**src/rtl/hilo_muldiv_unit.sv**
```systemverilog
// HI/LO owner for the MIPS pipeline: 32-step shift-add multiply and restoring divide,
// plus MTHI/MTLO writes from Writeback. Results land in hi/lo 33 edges after start.
module hilo_muldiv_unit #(
    parameter int WIDTH = 32,
    parameter int CNT_W = 6
) (
    input  logic             clk,
    input  logic             reset_n,
    input  logic             start,
    input  logic [1:0]       op,
    input  logic [WIDTH-1:0] srcA,
    input  logic [WIDTH-1:0] srcB,
    input  logic             mthi,
    input  logic             mtlo,
    input  logic [WIDTH-1:0] wdata,
    output logic [WIDTH-1:0] hi,
    output logic [WIDTH-1:0] lo,
    output logic             busy,
    output logic             done,
    output logic             divZero,
    output logic [1:0]       dbg_state_o
);

    // Handshake: start is taken on a rising edge where start=1 and busy=0; operands are
    // captured then and never re-sampled. done pulses for one cycle when hi/lo update.
    typedef enum logic [1:0] {S_IDLE = 2'd0, S_RUN = 2'd1, S_FIX = 2'd2} state_t;

    state_t             state_q, state_d;
    logic [CNT_W-1:0]   cnt_q;
    logic               is_div_q;
    logic               neg_res_q;
    logic               neg_rem_q;
    logic               zero_q;
    logic [WIDTH-1:0]   mcand_q;
    logic [WIDTH-1:0]   acc_q;
    logic [WIDTH-1:0]   mq_q;
    logic [WIDTH-1:0]   hi_q, lo_q;
    logic               done_q;
    logic               div_zero_q;

    logic               op_signed;
    logic [WIDTH-1:0]   abs_a, abs_b;
    logic [WIDTH:0]     mul_sum;
    logic [WIDTH:0]     div_shift;
    logic [WIDTH:0]     div_trial;
    logic               div_ok;
    logic [2*WIDTH-1:0] prod, prod_fix;
    logic [WIDTH-1:0]   quo_fix, rem_fix;

    assign op_signed = ~op[0];
    assign abs_a     = (op_signed && srcA[WIDTH-1]) ? -srcA : srcA;
    assign abs_b     = (op_signed && srcB[WIDTH-1]) ? -srcB : srcB;

    // acc holds the product high half (multiply) or the partial remainder (divide);
    // mq holds the multiplier / dividend and fills with product low bits / quotient bits.
    assign mul_sum   = {1'b0, acc_q} + (mq_q[0] ? {1'b0, mcand_q} : '0);
    assign div_shift = {acc_q, mq_q[WIDTH-1]};
    assign div_trial = div_shift - {1'b0, mcand_q};
    assign div_ok    = ~div_trial[WIDTH];

    assign prod      = {acc_q, mq_q};
    assign prod_fix  = neg_res_q ? -prod : prod;
    assign quo_fix   = neg_res_q ? -mq_q : mq_q;
    assign rem_fix   = neg_rem_q ? -acc_q : acc_q;

    always_comb begin
        state_d = state_q;
        case (state_q)
            S_IDLE:  if (start) state_d = S_RUN;
            S_RUN:   if (cnt_q == CNT_W'(WIDTH - 1)) state_d = S_FIX;
            S_FIX:   state_d = S_IDLE;
            default: state_d = S_IDLE;
        endcase
    end

    always_ff @(posedge clk or negedge reset_n) begin
        if (!reset_n) begin
            state_q    <= S_IDLE;
            cnt_q      <= '0;
            is_div_q   <= 1'b0;
            neg_res_q  <= 1'b0;
            neg_rem_q  <= 1'b0;
            zero_q     <= 1'b0;
            mcand_q    <= '0;
            acc_q      <= '0;
            mq_q       <= '0;
            hi_q       <= '0;
            lo_q       <= '0;
            done_q     <= 1'b0;
            div_zero_q <= 1'b0;
        end else begin
            state_q <= state_d;
            done_q  <= 1'b0;
            case (state_q)
                S_IDLE: begin
                    if (mthi) hi_q <= wdata;
                    if (mtlo) lo_q <= wdata;
                    if (start) begin
                        is_div_q   <= op[1];
                        neg_res_q  <= op_signed && (srcA[WIDTH-1] ^ srcB[WIDTH-1]);
                        neg_rem_q  <= op_signed && srcA[WIDTH-1];
                        zero_q     <= (srcB == '0);
                        mcand_q    <= op[1] ? abs_b : abs_a;
                        mq_q       <= op[1] ? abs_a : abs_b;
                        acc_q      <= '0;
                        cnt_q      <= '0;
                        div_zero_q <= 1'b0;
                    end
                end
                S_RUN: begin
                    cnt_q <= cnt_q + CNT_W'(1);
                    if (is_div_q) begin
                        acc_q <= div_ok ? div_trial[WIDTH-1:0] : div_shift[WIDTH-1:0];
                        mq_q  <= {mq_q[WIDTH-2:0], div_ok};
                    end else begin
                        {acc_q, mq_q} <= {mul_sum, mq_q[WIDTH-1:1]};
                    end
                end
                S_FIX: begin
                    done_q <= 1'b1;
                    cnt_q  <= '0;
                    if (!is_div_q) begin
                        {hi_q, lo_q} <= prod_fix;
                    end else if (zero_q) begin
                        div_zero_q <= 1'b1;
                    end else begin
                        hi_q <= rem_fix;
                        lo_q <= quo_fix;
                    end
                end
                default: ;
            endcase
        end
    end

    assign hi          = hi_q;
    assign lo          = lo_q;
    assign busy        = (state_q != S_IDLE);
    assign done        = done_q;
    assign divZero     = div_zero_q;
    assign dbg_state_o = state_q;

endmodule

```
**config.mk**
```make
export PLATFORM = sky130hd
export DESIGN_NAME = hilo_muldiv_unit
export DESIGN_NICKNAME = d
export VERILOG_FILES = /design/src/rtl/hilo_muldiv_unit.sv
export SDC_FILE = /design/constraint.sdc
export NUM_CORES = 1
export LEC_CHECK = 0
export CORE_MARGIN = 4
export CORE_UTILIZATION = 25
export DETAILED_ROUTE_END_ITERATION = 7
export PLACE_DENSITY = 0.5
export SYNTH_ARGS = -nofsm -noshare
export SYNTH_HDL_FRONTEND = slang
export SYNTH_SLANG_ARGS = --single-unit
```
**constraint.sdc**
```tcl
create_clock -name clk -period 3.21 [get_ports clk]
set_clock_uncertainty 0.15 [all_clocks]
set_input_delay 0.642 -clock clk [delete_from_list [all_inputs] [get_ports clk]]
set_output_delay 0.642 -clock clk [all_outputs]
set_load 0.005 [all_outputs]
```
# ---- Word level (Yosys, flattened, before mapping)
# Cells that the tools add are included.
dict set report totals {
  register_bits 174
}
dict set report classes {
  n_bitwise 3
  n_eq_ne 10
  addsub 8
  reduce_logical 16
  n_mux 33
}
# operator count
set op_table {}
lappend op_table {{2-to-1 mux 32 bit} 18}
lappend op_table {{case mux 32 bit (2 select lines)} 4}
lappend op_table {{negation 32 bit} 4}
lappend op_table {{2-to-1 mux 64 bit} 1}
lappend op_table {{negation 64 bit} 1}
lappend op_table {{adder 32 x 32 -> 33 bit} 1}
lappend op_table {{subtractor 33 x 32 -> 33 bit} 1}
lappend op_table {{logical NOT 32 bit} 1}
lappend op_table {{case mux 6 bit (3 select lines)} 1}
lappend op_table {{!= test 2 bit, second input constant} 6}
lappend op_table {{AND reduction 2 bit} 4}
lappend op_table {{adder 6 x 1 -> 6 bit, second input constant} 1}
lappend op_table {{equality test 6 x 5 -> 1 bit, second input constant} 1}
lappend op_table {{2-to-1 mux 6 bit} 1}
lappend op_table {{AND reduction 3 bit} 2}
lappend op_table {{nonzero test 2 bit} 3}
lappend op_table {{2-to-1 mux 1 bit} 4}
lappend op_table {{2-to-1 mux 2 bit} 2}
lappend op_table {{case mux 2 bit (2 select lines)} 1}
lappend op_table {{AND reduction 4 bit} 1}
lappend op_table {{logical AND 1 bit} 3}
lappend op_table {{!= test 3 bit, second input constant} 1}
lappend op_table {{nonzero test 3 bit} 1}
lappend op_table {{equality test 2 x 1 -> 1 bit, second input constant} 1}
lappend op_table {{other kinds (5)} 6}

# ---- Depth between registers and ports, before layout
# Gate-level depths: netlist of run 1.
dict set report logic_depth {
  ltp_word 6
  ltp_mapped 15
}

# ---- Worst setup path after synthesis of run 1
# Ideal clock, no wire load.
dict set report synth_timing {
  path_kind {reg2reg}
  from {register mq_q[0]}
  to {register acc_q[29]}
  arrival_ns 3.253
  synth_period_minus_slack_ns 3.527
  stages_incl_launch_ff 16
  n_path_buf 3
  required_ns 2.936
  path_slack_ns -0.317
  path_cell_list {dfrtp_1 clkbuf_1 inv_1 clkbuf_1 nor2_1 ha_1 clkbuf_1 a21oi_1 nand2_1 a311o_1 or3_1 a21oi_1 o21a_1 mux2i_1 o22ai_1 a211o_1}
}
dict set report synth_via {
  elab_chain_len 4
}
# element line_no
set synth_lines {}
lappend synth_lines {{from (decl)} 36} ;# logic [WIDTH-1:0] mq_q;
lappend synth_lines {{from (signal assigned)} 104} ;# mq_q <= op[1] ? abs_a : abs_b;
lappend synth_lines {{from (signal assigned)} 114} ;# mq_q <= {mq_q[WIDTH-2:0], div_ok};
lappend synth_lines {{from (signal assigned)} 116} ;# {acc_q, mq_q} <= {mul_sum, mq_q[WIDTH-1:1]};
lappend synth_lines {{2-to-1 mux 32 bit} 56} ;# assign mul_sum = {1'b0, acc_q} + (mq_q[0] ? {1'b0, mcand_q} : '0);
lappend synth_lines {{adder 32 x 32 -> 33 bit} 56}
lappend synth_lines {{2-to-1 mux 32 bit} 112} ;# if (is_div_q) begin
lappend synth_lines {{case mux 32 bit (2 select lines)} 94} ;# case (state_q)
lappend synth_lines {{to (signal assigned)} 113} ;# acc_q <= div_ok ? div_trial[WIDTH-1:0] : div_shift[WIDTH-1:0];
lappend synth_lines {{to (signal assigned)} 116}
lappend synth_lines {{to (decl)} 35} ;# logic [WIDTH-1:0] acc_q;
# Every way passes these cells.
# A chain may end at the register's enable or synchronous reset.

# ---- Final worst setup path of run 1
dict set report layout_timing {
  from {register acc_q[0]}
  to {register acc_q[29]}
}
dict set report layout_via {
  elab_chain_len 4
  elab_cells_between_ends 5
  cone_classes {add/sub (2); mux (3)}
}
# element line_no
set layout_lines {}
lappend layout_lines {{subtractor 33 x 32 -> 33 bit} 58} ;# assign div_trial = div_shift - {1'b0, mcand_q};
lappend layout_lines {{2-to-1 mux 32 bit} 113}
lappend layout_lines {{2-to-1 mux 32 bit *} 112}
lappend layout_lines {{case mux 32 bit (2 select lines) *} 94}
# Every way passes the cells marked *; elsewhere a longest branch is shown, timed or not.

==> results of run 1 <==
-- path summary, 6_finish.rpt --
| path | from | end | cells past startpoint |
|---|---|---|---|
| min | lo[15] | lo[15] | 2 |
| max | acc_q[0] | acc_q[29] | 14 |
| min in group asynchronous | reset_n | lo[10] | 2 |
| max reg2reg | acc_q[0] | acc_q[29] | 14 |
| min reg2reg | lo[15] | lo[15] | 2 |
| max in group asynchronous | reset_n | zero_q | 3 |
-- registers in the layout (all words and copies together), names as in the netlist --
| register | cells |
|---|---|
| acc_q | 32 |
| cnt_q | 6 |
| dbg_state_o | 2 |
| divZero | 1 |
| done | 1 |
| hi | 32 |
| is_div_q | 1 |
| lo | 32 |
| mcand_q | 32 |
| mq_q | 32 |
| neg_rem_q | 1 |
| neg_res_q | 1 |
| zero_q | 1 |
-- worst max-delay path, stage by stage (launching register included) --
cell and delay (ps):
dfrtp_1 440, ha_4 290, nor2b_4 140, o31a_1 180
o2111ai_2 170, buf_6 180, a2111oi_4 280, buf_4 190
o21ai_2 60, buf_6 130, a31oi_4 170, o211ai_1 160
a2111oi_4 440, buf_4 180, a211o_1 80
-- placed cells by master, fill, tap and decap left out, types with 9 or more instances in the layout --
cell type        count
nand4_1             18
nor2_4              10
o211ai_1            39
ha_1                49
o31ai_1             32
clkdlybuf4s50_1    169
inv_1               59
nand2b_1            15
nor3_1              36
clkbuf_16           17
o21a_1              14
or3_1               15
nor2b_1             16
o21ai_1             30
nand3_1             19
buf_6               14
xor2_1              81
a211oi_1            38
nor3b_1              9
buf_12              13
a21o_1              33
a31oi_1             21
a221oi_1            14
a22oi_1             25
buf_4              359
a21oi_2             14
nor4_1              11
xnor2_1             81
a21oi_1            138
ha_4                17
dfrtp_1            171
o21ai_0            124
nor2_1             185
nand2_1            208
mux2i_1             56
-- layer usage --
layer	up-vias	global-route usage, %	share of wire [%]
met3	74	2.53	5.3
met2	527	33.5	47
met5	-	0	0.020
met4	2	5.74	2.8
met1	7964	27.1	45
li1	7889	-	-
-- cell families after synthesis --
family          synth area share [%]
buf+inv                         4.69
flops                           28.9
fa+ha+maj                       5.99
mux                             4.21
compound gates                  26.6
xor+xnor                        9.92
simple gates                    19.7
-- power breakdown --
part | leakage, nW | total (mW) | switching, mW | internal, mW
combinational | 6.92 | 16.7 | 8.68 | 7.99
clock | 0.291 | 2.27 | 1.03 | 1.24
sequential | 2.09 | 3.63 | 0.653 | 2.98
total | 9.30 | 22.6 | 10.4 | 12.2
-- timing repair --
action / in CTS / in global routing
buffers inserted: 27 / 15
hold buffers: 1 / 0
pin swaps: 58 / 61
endpoints found under the hold margin: 28 / 0
gates cloned: 2 / 0
resized for setup: 122 / 120
endpoints found under the setup margin: 40 / 53
-- final cells by class --
cell class / instances / share of cell area, %
Clock inverter: 13 / 0.801
Inverter: 64 / 1.09
Tap cell: 773 / 4.36
Clock buffer: 18 / 1.94
Sequential cell: 174 / 19.7
Multi-Input combinational cell: 1564 / 50.2
Timing Repair Buffer: 560 / 22.0
-- metrics by stage --
step	hold slack, ps	instance area [um2]
6_report	328	22200
5_1_grt	342	22200
4_1_cts	335	21500
3_5_place_dp	319	20100
3_3_place_gp	313	20100
2_1_floorplan	196	15100
==> run summary, run 1 <==
Via count: 16,456
Top Ports: 172
Place WS: -628 ps
Post-route worst setup slack: -80.2 ps
Synth Flop Type: dfrtp_1
Clock sink total: 174
Initial core utilization: 25.4%
Leading area contributor after synthesis: dfrtp_1
Period minus WS final: 3290 ps
Synth Net Count: 2,097
CP Class: register to register
Synth Area per Inst: 7.85 um2
Vias in the first global route: 16,302
WL per Instance: 21.0 um
Number of synthesized flops with an enable pin: 0
RSZ-0062 raised after global routing: yes
Top cell type's share of synthesized area: 28.9%
Final setup fails: 20
Static Leak: 9.30 nW
H-tree Lvls: 4
Yosys reg bits: 174
Critical path startpoint category: register
Area of the die: 64,400 um2
Num CTS Buffers: 17
Top post-synthesis cells by count: nand2_1, nor2_1, dfrtp_1, a21oi_1, o21ai_0
Failing checks: negative setup slack
Final TNS setup: -578 ps
Post-Route Utilization: 37.4%
PwrDens: 1020 nW/um2
Seq/Total Area, Yosys: 28.9%
Diodes inserted: 0
Layout cell share with drive strength beyond 1: 25.0%
Critical path data required time: 3460 ps
Fin. max-slew vios: 0
Layout area overhead: 46.9%
Slew margin rel.: 50.5%
Flop2flop setup slack: -80 ps
Layout fillers: 6,047
Initial DRC Count: 1,278
TritonRoute pass-1 iters: 5
Status: finished, violations left
Worst skew pair latency: 460 ps
Post-DP HPWL: 52,700 um
Bufs on Longest Clock Path: 2
Post-Route WL: 66,400 um
DR vias/cell: 5.20
Fmax: 304 MHz
Total power: 22.6 mW
Distinct cells, synth: 73
GR Overflow Total: 0
Multi-input logic area: 11,100 um2
Worst EP arrival: 3540 ps
YS warnings: 0
Worst-path clk slew: 80 ps
Critical Path Sink Type: register
Chip height: 254 um
Area contributors post-synth: dfrtp_1, ha_1, nand2_1
Root Driver: clkbuf_16
Layout Cells excl Fill: 3,166
Storage cell area: 4360 um2
Final period utilization: 102%
Port Buffer Count: 171
Netlist Area Pre-Place: 15,100 um2
Antenna violations before repair: 1
Most frequent cell after synthesis: nand2_1
Largest net degree at the start of global routing: 69
Count of max-cap constraint violations: 0
Worst slew pin tran: 740 ps
Core footprint: 59,400 um2
Global-route wire length before repair: 99,900 um
Final hold violation count: 0
Site Rows: 89
Post-Synthesis Cells: 1,923
Crit-path max FO: 3
Async SR Flop Fraction: 100%
Nets: 2,555
Peak supply drop: 0.000481 V
Tot GR Track Use: 20.0%
Worst Hold Class: register to register
Die width: 254 um
Placed insts: 3,093
Antenna Nets Post-Route: 0
CTS tree: done
Gpl congestion: 0.899
Drt drc: 0
Power figures use the tool's default switching activity.
==> inputs of run 2 (changes only) <==
--- a/config.mk
+++ b/config.mk
@@ -6,9 +6,9 @@
 export NUM_CORES = 1
 export LEC_CHECK = 0
 export CORE_MARGIN = 4
-export CORE_UTILIZATION = 25
+export CORE_UTILIZATION = 53
 export DETAILED_ROUTE_END_ITERATION = 7
-export PLACE_DENSITY = 0.5
+export PLACE_DENSITY = 0.86
 export SYNTH_ARGS = -nofsm -noshare
 export SYNTH_HDL_FRONTEND = slang
 export SYNTH_SLANG_ARGS = --single-unit
==> run 2 against run 1 <==
The run still ends with negative setup slack left. Total power shrank 1.9%. Cell count shrank 13%. Clock-buffer cell count shrank 1. Combinational power shrank 4%. First-iteration DRC count grew 99%. Via count grew 9.6%. Critical path depth is the same. Critical path type unchanged. Highest routed layer unchanged.
==> run summary, run 2 (synthesis results as in run 1) <==
Post-route worst setup slack: -254 ps
Site Rows: 61
Flop2flop setup slack: -250 ps
Top Ports: 172
Crit-path max FO: 7
Failing checks: negative setup slack
Area of the die: 31,200 um2
Worst-path clk slew: 90 ps
DR vias/cell: 6.55
Status: finished, violations left
Gpl congestion: 1.03
Hold path cells: 1
Drt drc: 0
RR Endpoint: acc_q[30]
WL per Instance: 23.4 um
Via count: 18,032
Worst Hold Class: register to register
Final setup fails: 31
Commonest cells after routing, fill and taps aside: buf_4, nand2_1, nor2_1
PwrDens: 1050 nW/um2
Layout fillers: 1,991
Count of max-cap constraint violations: 0
Commonest non-fill, non-tap cell in the layout: buf_4
Largest net degree at the start of global routing: 91
Port Buffer Count: 171
Critical path data required time: 3440 ps
Post-Route Utilization: 75.8%
Diodes inserted: 0
Worst path slowest cell: o41a_1
Post-Route WL: 64,500 um
Fin. max-slew vios: 0
Initial core utilization: 54.0%
Critical Path Sink Type: register
Critical path startpoint category: register
Num CTS Buffers: 17
Worst skew pair latency: 460 ps
Worst slew pin tran: 866 ps
Final period utilization: 108%
Root Driver: clkbuf_16
Clock sink total: 174
GR Overflow Total: 0
Slew margin rel.: 42.1%
Tot GR Track Use: 37.9%
Reg2reg start: mq_q[0]
Min-delay src: lo[24]
Nets: 2,538
CP Class: register to register
Chip height: 177 um
Die width: 177 um
Worst EP arrival: 3690 ps
Antenna violations before repair: 1
Vias in the first global route: 16,885
CP dominant cell by count: a211oi_2
TritonRoute pass-1 iters: 6
Core footprint: 27,900 um2
Area after DPL: 19,500 um2
Fmax: 289 MHz
CTS tree: done
Final hold violation count: 0
Cell breakdown of the critical path: inv_4 > buf_12 > buf_4 > nor2_1 > ha_1 > o21a_1 > o2111ai_1 > o21bai_1 > and2_4 > o31a_1 > a211oi_2 > o41a_1 > xnor2_2 > a211oi_2
Period minus WS final: 3460 ps
Worst Hold Path EP: lo[24]
Layout cell share with drive strength beyond 1: 22.8%
Global-route wire length before repair: 93,400 um
H-tree Lvls: 4
Finished Cell Area: 21,200 um2
Place WS: -373 ps
Max stage delay on crit path: 430 ps
Layout area overhead: 40.3%
Antenna Nets Post-Route: 0
Initial DRC Count: 2,539
Post-DP HPWL: 46,400 um
Peak supply drop: 0.000892 V
Path depth of the worst reg2reg path: 14
RSZ-0062 raised after global routing: yes
Static Leak: 9.14 nW
Bufs on Longest Clock Path: 2
run 2: routing by layer:
layer	part of all wire (%)	vias up	track usage [%]
li1	-	7851	-
met1	36	8484	47.6
met2	45	1348	60.7
met3	11	347	8.31
met4	7.8	2	21.2
met5	0.026	-	0
run 2: area by class of cell:
cell class              instances  area, um2  share of cell area, %
clock buffers                  17        425                   2.01
well taps                     378        473                   2.23
multi-input cells            1564      10800                   50.9
flip-flops and latches        174       4360                   20.6
clock inverters                15        225                   1.06
repair buffers                543       4670                   22.0
inverters                      64        243                   1.15
run 2: power by group:
group          total [mW]  internal [mW]  switching [mW]
combinational        16.1           7.55            8.56
clock                2.29           1.10            1.20
sequential           3.74           2.97           0.764
total                22.1           11.6            10.5
run 2: worst max-delay path, delay by kind of cell, from the launching register on:
kind            cells  cell delay [ps]
compound gates      7             1650
xor+xnor            1              170
fa+ha+maj           1              280
buf+inv             3              380
flops               1              410
simple gates        2              330
run 2: how the worst max path moves through the flow:
stage / slack, ps / startpoint / to / depth (start not counted)
after CTS: -50 / mcand_q[17] / acc_q[25] / 11
after floorplan: -7 / mq_q[0] / acc_q[29] / 15
after global placement: -350 / srcB[8] / mq_q[13] / 11
after global routing: -330 / mq_q[0] / acc_q[30] / 14
final: -250 / mq_q[0] / acc_q[30] / 14
after detailed placement: -370 / srcB[8] / mq_q[12] / 11
run 2: through the flow:
stage	hold slack (ps)	setup TNS, ps	std cells	total power, mW
5_1_grt	358	-6090	2755	23.2
6_report	333	-3930	2755	22.1
3_5_place_dp	316	-10560	2690	17.1
3_3_place_gp	310	-5240	2690	16.7
2_1_floorplan	196	-7.07	1923	11.3
4_1_cts	337	-153	2733	19.9
run 2: repair_timing:
action | CTS | global route
hold buffers | 1 | 0
endpoints found under the hold margin | 39 | 0
cloned | 1 | 1
setup buffers | 12 | 23
setup endpoints to repair | 32 | 48
resized for setup | 42 | 114
pin swaps | 28 | 69
